<file path="config.mk">
export PLATFORM = sky130hd
export DESIGN_NAME = seq_calculator
export DESIGN_NICKNAME = d
export VERILOG_FILES = /design/src/rtl/seq_calculator.sv
export SDC_FILE = /design/constraint.sdc
export NUM_CORES = 1
export LEC_CHECK = 0
export ABC_AREA = 1
export CAP_MARGIN = 15
export CORE_MARGIN = 4
export CORE_UTILIZATION = 45
export CTS_BUF_LIST = sky130_fd_sc_hd__clkbuf_2
export DETAILED_ROUTE_END_ITERATION = 10
export HOLD_SLACK_MARGIN = 0.15
export REMOVE_ABC_BUFFERS = 1
export SYNTH_ARGS = -nofsm -noshare
export SYNTH_HDL_FRONTEND = slang
export SYNTH_SLANG_ARGS = --single-unit
</file>
<file path="constraint.sdc">
create_clock -name clk -period 7.3 [get_ports clk]
set_clock_uncertainty 0.2 [all_clocks]
set_input_delay 1.46 -clock clk [delete_from_list [all_inputs] [get_ports clk]]
set_output_delay 1.46 -clock clk [all_outputs]
set_load 0.02 [all_outputs]
</file>
<file path="src/rtl/seq_calculator.sv">
// Sequential add/sub/mul/div unit with a valid/ready handshake on both sides.
// Add, sub and mul finish in one cycle; division runs a restoring loop, one quotient bit per cycle.
module seq_calculator #(
   parameter int WIDTH = 8
) (
   input  logic                 clk,
   input  logic                 rst,
   input  logic                 in_valid,
   output logic                 in_ready,
   input  logic [1:0]           mode,
   input  logic                 signed_operation,
   input  logic [WIDTH-1:0]     operand_a,
   input  logic [WIDTH-1:0]     operand_b,
   output logic                 out_valid,
   input  logic                 out_ready,
   output logic [2*WIDTH-1:0]   result,
   output logic [WIDTH-1:0]     remainder,
   output logic                 overflow,
   output logic                 divide_by_zero
);

   typedef enum logic [1:0] {IDLE, DIV, DONE} state_t;

   localparam int CW = $clog2(WIDTH);
   localparam logic [CW-1:0] LAST_STEP = CW'(WIDTH - 1);

   state_t             state;
   logic [CW-1:0]      step_count;
   logic [WIDTH-1:0]   div_rem;
   logic [WIDTH-1:0]   div_quo;
   logic [WIDTH-1:0]   div_divisor;
   logic               div_signed;
   logic               neg_quo;
   logic               neg_rem;

   logic               a_neg;
   logic               b_neg;
   logic [WIDTH-1:0]   mag_a;
   logic [WIDTH-1:0]   mag_b;
   logic [2*WIDTH-1:0] ext_a;
   logic [2*WIDTH-1:0] ext_b;
   logic [2*WIDTH-1:0] arith_result;
   logic               arith_overflow;

   logic [WIDTH:0]     trial;
   logic [WIDTH:0]     diff;
   logic               quo_bit;
   logic [WIDTH-1:0]   rem_next;
   logic [WIDTH-1:0]   quo_next;
   logic [2*WIDTH-1:0] quo_ext;
   logic [2*WIDTH-1:0] div_result;
   logic [WIDTH-1:0]   div_remainder;
   logic               div_overflow;

   // Operands widened to 2*WIDTH make add, sub and mul exact; overflow is then a range check on the upper half.
   always_comb begin
      a_neg = signed_operation & operand_a[WIDTH-1];
      b_neg = signed_operation & operand_b[WIDTH-1];
      mag_a = a_neg ? -operand_a : operand_a;
      mag_b = b_neg ? -operand_b : operand_b;
      ext_a = {{WIDTH{a_neg}}, operand_a};
      ext_b = {{WIDTH{b_neg}}, operand_b};
      case (mode)
         2'b00:   arith_result = ext_a + ext_b;
         2'b01:   arith_result = ext_a - ext_b;
         2'b10:   arith_result = ext_a * ext_b;
         default: arith_result = '0;
      endcase
      if (signed_operation)
         arith_overflow = ~((&arith_result[2*WIDTH-1:WIDTH-1]) | ~(|arith_result[2*WIDTH-1:WIDTH-1]));
      else
         arith_overflow = |arith_result[2*WIDTH-1:WIDTH];
   end

   // One restoring step: the dividend shifts out of div_quo as quotient bits shift in; diff[WIDTH] is the borrow.
   always_comb begin
      trial         = {div_rem, div_quo[WIDTH-1]};
      diff          = trial - {1'b0, div_divisor};
      quo_bit       = ~diff[WIDTH];
      rem_next      = quo_bit ? diff[WIDTH-1:0] : trial[WIDTH-1:0];
      quo_next      = {div_quo[WIDTH-2:0], quo_bit};
      quo_ext       = {{WIDTH{1'b0}}, quo_next};
      div_result    = neg_quo ? -quo_ext : quo_ext;
      div_remainder = neg_rem ? -rem_next : rem_next;
      div_overflow  = div_signed & ~neg_quo & quo_next[WIDTH-1];
   end

   always_ff @(posedge clk) begin
      if (rst) begin
         state          <= IDLE;
         in_ready       <= 1'b1;
         out_valid      <= 1'b0;
         result         <= '0;
         remainder      <= '0;
         overflow       <= 1'b0;
         divide_by_zero <= 1'b0;
         step_count     <= '0;
         div_rem        <= '0;
         div_quo        <= '0;
         div_divisor    <= '0;
         div_signed     <= 1'b0;
         neg_quo        <= 1'b0;
         neg_rem        <= 1'b0;
      end else begin
         case (state)
            IDLE: begin
               if (in_valid) begin
                  if (mode == 2'b11 && operand_b != '0) begin
                     div_rem     <= '0;
                     div_quo     <= mag_a;
                     div_divisor <= mag_b;
                     div_signed  <= signed_operation;
                     neg_quo     <= a_neg ^ b_neg;
                     neg_rem     <= a_neg;
                     step_count  <= '0;
                     in_ready    <= 1'b0;
                     state       <= DIV;
                  end else begin
                     if (mode == 2'b11) begin
                        result         <= '1;
                        remainder      <= operand_a;
                        overflow       <= 1'b0;
                        divide_by_zero <= 1'b1;
                     end else begin
                        result         <= arith_result;
                        remainder      <= '0;
                        overflow       <= arith_overflow;
                        divide_by_zero <= 1'b0;
                     end
                     in_ready  <= 1'b0;
                     out_valid <= 1'b1;
                     state     <= DONE;
                  end
               end
            end
            DIV: begin
               div_rem    <= rem_next;
               div_quo    <= quo_next;
               step_count <= step_count + 1'b1;
               if (step_count == LAST_STEP) begin
                  result         <= div_result;
                  remainder      <= div_remainder;
                  overflow       <= div_overflow;
                  divide_by_zero <= 1'b0;
                  out_valid      <= 1'b1;
                  state          <= DONE;
               end
            end
            DONE: begin
               if (out_ready) begin
                  out_valid <= 1'b0;
                  in_ready  <= 1'b1;
                  state     <= IDLE;
               end
            end
            default: begin
               out_valid <= 1'b0;
               in_ready  <= 1'b1;
               state     <= IDLE;
            end
         endcase
      end
   end

endmodule

</file>
==> impl_metrics.toml <==
[status]
status = "complete, no violations"

[placed_design]
place_ws_ns = 0.314
dpl.hpwl_um = 19000
gp_congestion = 0.934
post-place-cells = 1454
io_buffers = 50

[cells_and_area]
nets = 1394
final_cells = 1470
fillers = 1812
antenna_cells = 0
areaGrowthSynthToFinish_pct = 11.8
drive_above_1_share_pct = 6.51

[critical_path]
endpoint = "overflow"
r2r_start = "div_quo[7]"
worstPathRequired_ns = 7.53
r2r_slack_ns = 3.96
critical_path.max_fanout = 6
reg2reg_to = "result[8]"
rr_worst_depth = 17
worstSetupEndpointType = "flip-flop"
start_kind = "input pin"
cp.arrival_ns = 6.74
critPathLaunch = "signed_operation"
critPathKind = "input pin to flip-flop"

[floorplanning]
io_pins = 51
start_util_pct = 45.6
core_mm2 = 0.0172
dieArea_mm2 = 0.0197
die_y_um = 140
num_rows = 48
die_w_um = 140

[clocking]
cts_hold_buf = 0
cts.htree.levels = 3
clk_pin_slew_ns = 0.19
cts_tree = "yes"
cts_buffers = 9
clockBufferDepth = 2
clock_sinks = 60
cts_post_setup_buffers_inserted = 0
clk_latency_ns = 0.55
cts_resized = 0
cts_root_buf = "clkbuf_2"

[routing]
drc = 0
ant_nets = 0
wl_per_cell_um = 16.0
drt_iter0_drc = 492
vias = 7485
viasPerCell = 5.09
wl_um = 23500
dr.pass1.iters = 5

[pwr]
power_per_cell_area_mw_per_mm2 = 237
power.total_w = 0.00208
power.leakage_nw = 4.61
max-vdd-ir-drop_mv = 0.221

[synthesis]
synth-seq-cells = 60
synthesis.area_mm2 = 0.00787
syn_area_per_cell_um2 = 6.58
synth_cells = 1196
seq_area_frac_synth_pct = 15.3
synth_top_flop_cell = "dfxtp_1"
synth-edff-count = 0
yosysWarnings = 0
async_reset_ff_share_pct = 0
synth.distinct_cells = 43

[timing]
layout_setup_ws_ns = 0.797
setup_viol = 0
hold_viol = 0
max_slew_margin_pct = 24.0
period_needed_ns = 6.50
fin_tns_setup_ns = 0
tightest_slew_ns = 1.14
max_freq_ghz = 0.154
rsz0062_at_grt = "no"
min_period_over_period_pct = 89.1
final-max-slew-violation-count = 0

[global_route]
grt_max_degree = 38
track_usage_pct = 24.8
grt-ovfl-total = 0
antenna_found_initial = 0
grt_pass1_vias = 7519
grt_pass1_wl_um = 39200

[hold_path]
hp-class = "flip-flop to flip-flop"
hold_depth = 2

[flow_run]
cap_violations = 0
## layout by cell type (no fill, tap or decap), types with 10 or more instances in the layout
cell type / count
fa_1: 66
clkbuf_2: 10
nand3_1: 76
clkdlybuf4s50_1: 50
buf_4: 28
nand4_1: 13
nand2_1: 290
dfxtp_1: 60
inv_1: 237
o21ai_0: 71
nor2_1: 85
xor2_1: 14
ha_1: 65
a21oi_1: 85
nand2_2: 12
a31oi_1: 10
## synthesized netlist by cell type (6+ instances only)
cell type	number	share of area, %
ha_1	65	10
o21ai_0	71	4.5
nand3_1	76	4.8
nor3_1	9	0.57
nand2_2	12	0.95
a31oi_1	10	0.80
clkbuf_1	26	1.2
a21oi_1	85	5.4
buf_2	10	0.64
o211ai_1	6	0.57
nor2_1	85	4.1
nand2_4	6	0.86
nand2_1	290	14
inv_2	6	0.29
dfxtp_1	60	15
xor2_1	14	1.6
fa_1	66	17
inv_1	237	11
nand4_1	13	1.0
## cell type report
type / count / area (um2) / area share, %
Sequential cell: 60 / 1200 / 13.7
Timing Repair Buffer: 78 / 711 / 8.08
Clock buffer: 10 / 50.0 / 0.569
Clock inverter: 6 / 103 / 1.17
Multi-Input combinational cell: 847 / 5530 / 62.9
Tap cell: 225 / 282 / 3.20
Inverter: 244 / 916 / 10.4
## sequential cells by signal, indices dropped and copies added, names as in the netlist
name and flops:
div_divisor 8, div_quo 8, div_rem 8, div_signed 1, divide_by_zero 1, in_ready 1, neg_quo 1, neg_rem 1
out_valid 1, overflow 1, remainder 8, result 16, state 2, step_count 3
## per-layer routing
metal	track usage, %	wire length (um)	up-vias	share of wire [%]
met4	6.37	586	0	2.5
li1	-	-	3819	-
met2	39.9	10700	181	46
met5	0	0	-	0
met1	34.8	11000	3450	47
met3	4.27	1160	35	5.0
## report_power, final
part | total [W] | internal, W | switching [W]
clock network | 0.000278 | 0.000146 | 0.000132
registers | 0.000370 | 0.000354 | 0.0000163
logic | 0.00143 | 0.000525 | 0.000909
total | 0.00208 | 0.00103 | 0.00106
## cells by family (layout without fill, tap and decap cells)
| family | Yosys count | after routing | synth area share [%] |
|---|---|---|---|
| and+or+nand+nor | 507 | 507 | 27.9 |
| AOI/OAI and AO/OA | 191 | 191 | 13.3 |
| DFF | 60 | 60 | 15.3 |
| adders and majority gates | 131 | 131 | 27.1 |
| xor gates and xnor gates | 18 | 18 | 2.00 |
| buffers and inverters | 289 | 338 | 14.4 |
## worst max-delay path, stage by stage
cell and delay (ns):
clkdlybuf4s50_1 0.50, nand2_1 0.17, nor2_1 0.20, inv_1 0.09, fa_1 0.54, inv_1 0.05
fa_1 0.53, fa_1 0.44, fa_1 0.56, inv_1 0.09, fa_1 0.50, inv_1 0.04
ha_1 0.36, nand2_1 0.12, inv_1 0.04, a21oi_1 0.22, inv_1 0.08, nand2_1 0.08
nand3_1 0.07, nand2_1 0.07, nand3_1 0.10, o21ai_0 0.21, nand2_1 0.07, nand3_1 0.07
a21oi_1 0.06
## worst min path at each step
stage | start | endpoint
floorplan | div_divisor[7] | div_divisor[7]
global placement | out_valid | out_valid
detailed placement | out_valid | out_valid
CTS | out_valid | out_valid
global route | divide_by_zero | divide_by_zero
finish | out_valid | out_valid
## metrics by stage
stage / area (um2) / util [%] / hold WS, ns
after detailed placement: 8640 / 50.1 / 0.258
after global routing: 8790 / 51.0 / 0.305
after global placement: 8640 / 50.1 / 0.255
final: 8790 / 51.0 / 0.279
after CTS: 8790 / 51.0 / 0.281
after floorplan: 7650 / - / 0.235
No activity file was read; power rests on OpenSTA's default activity.
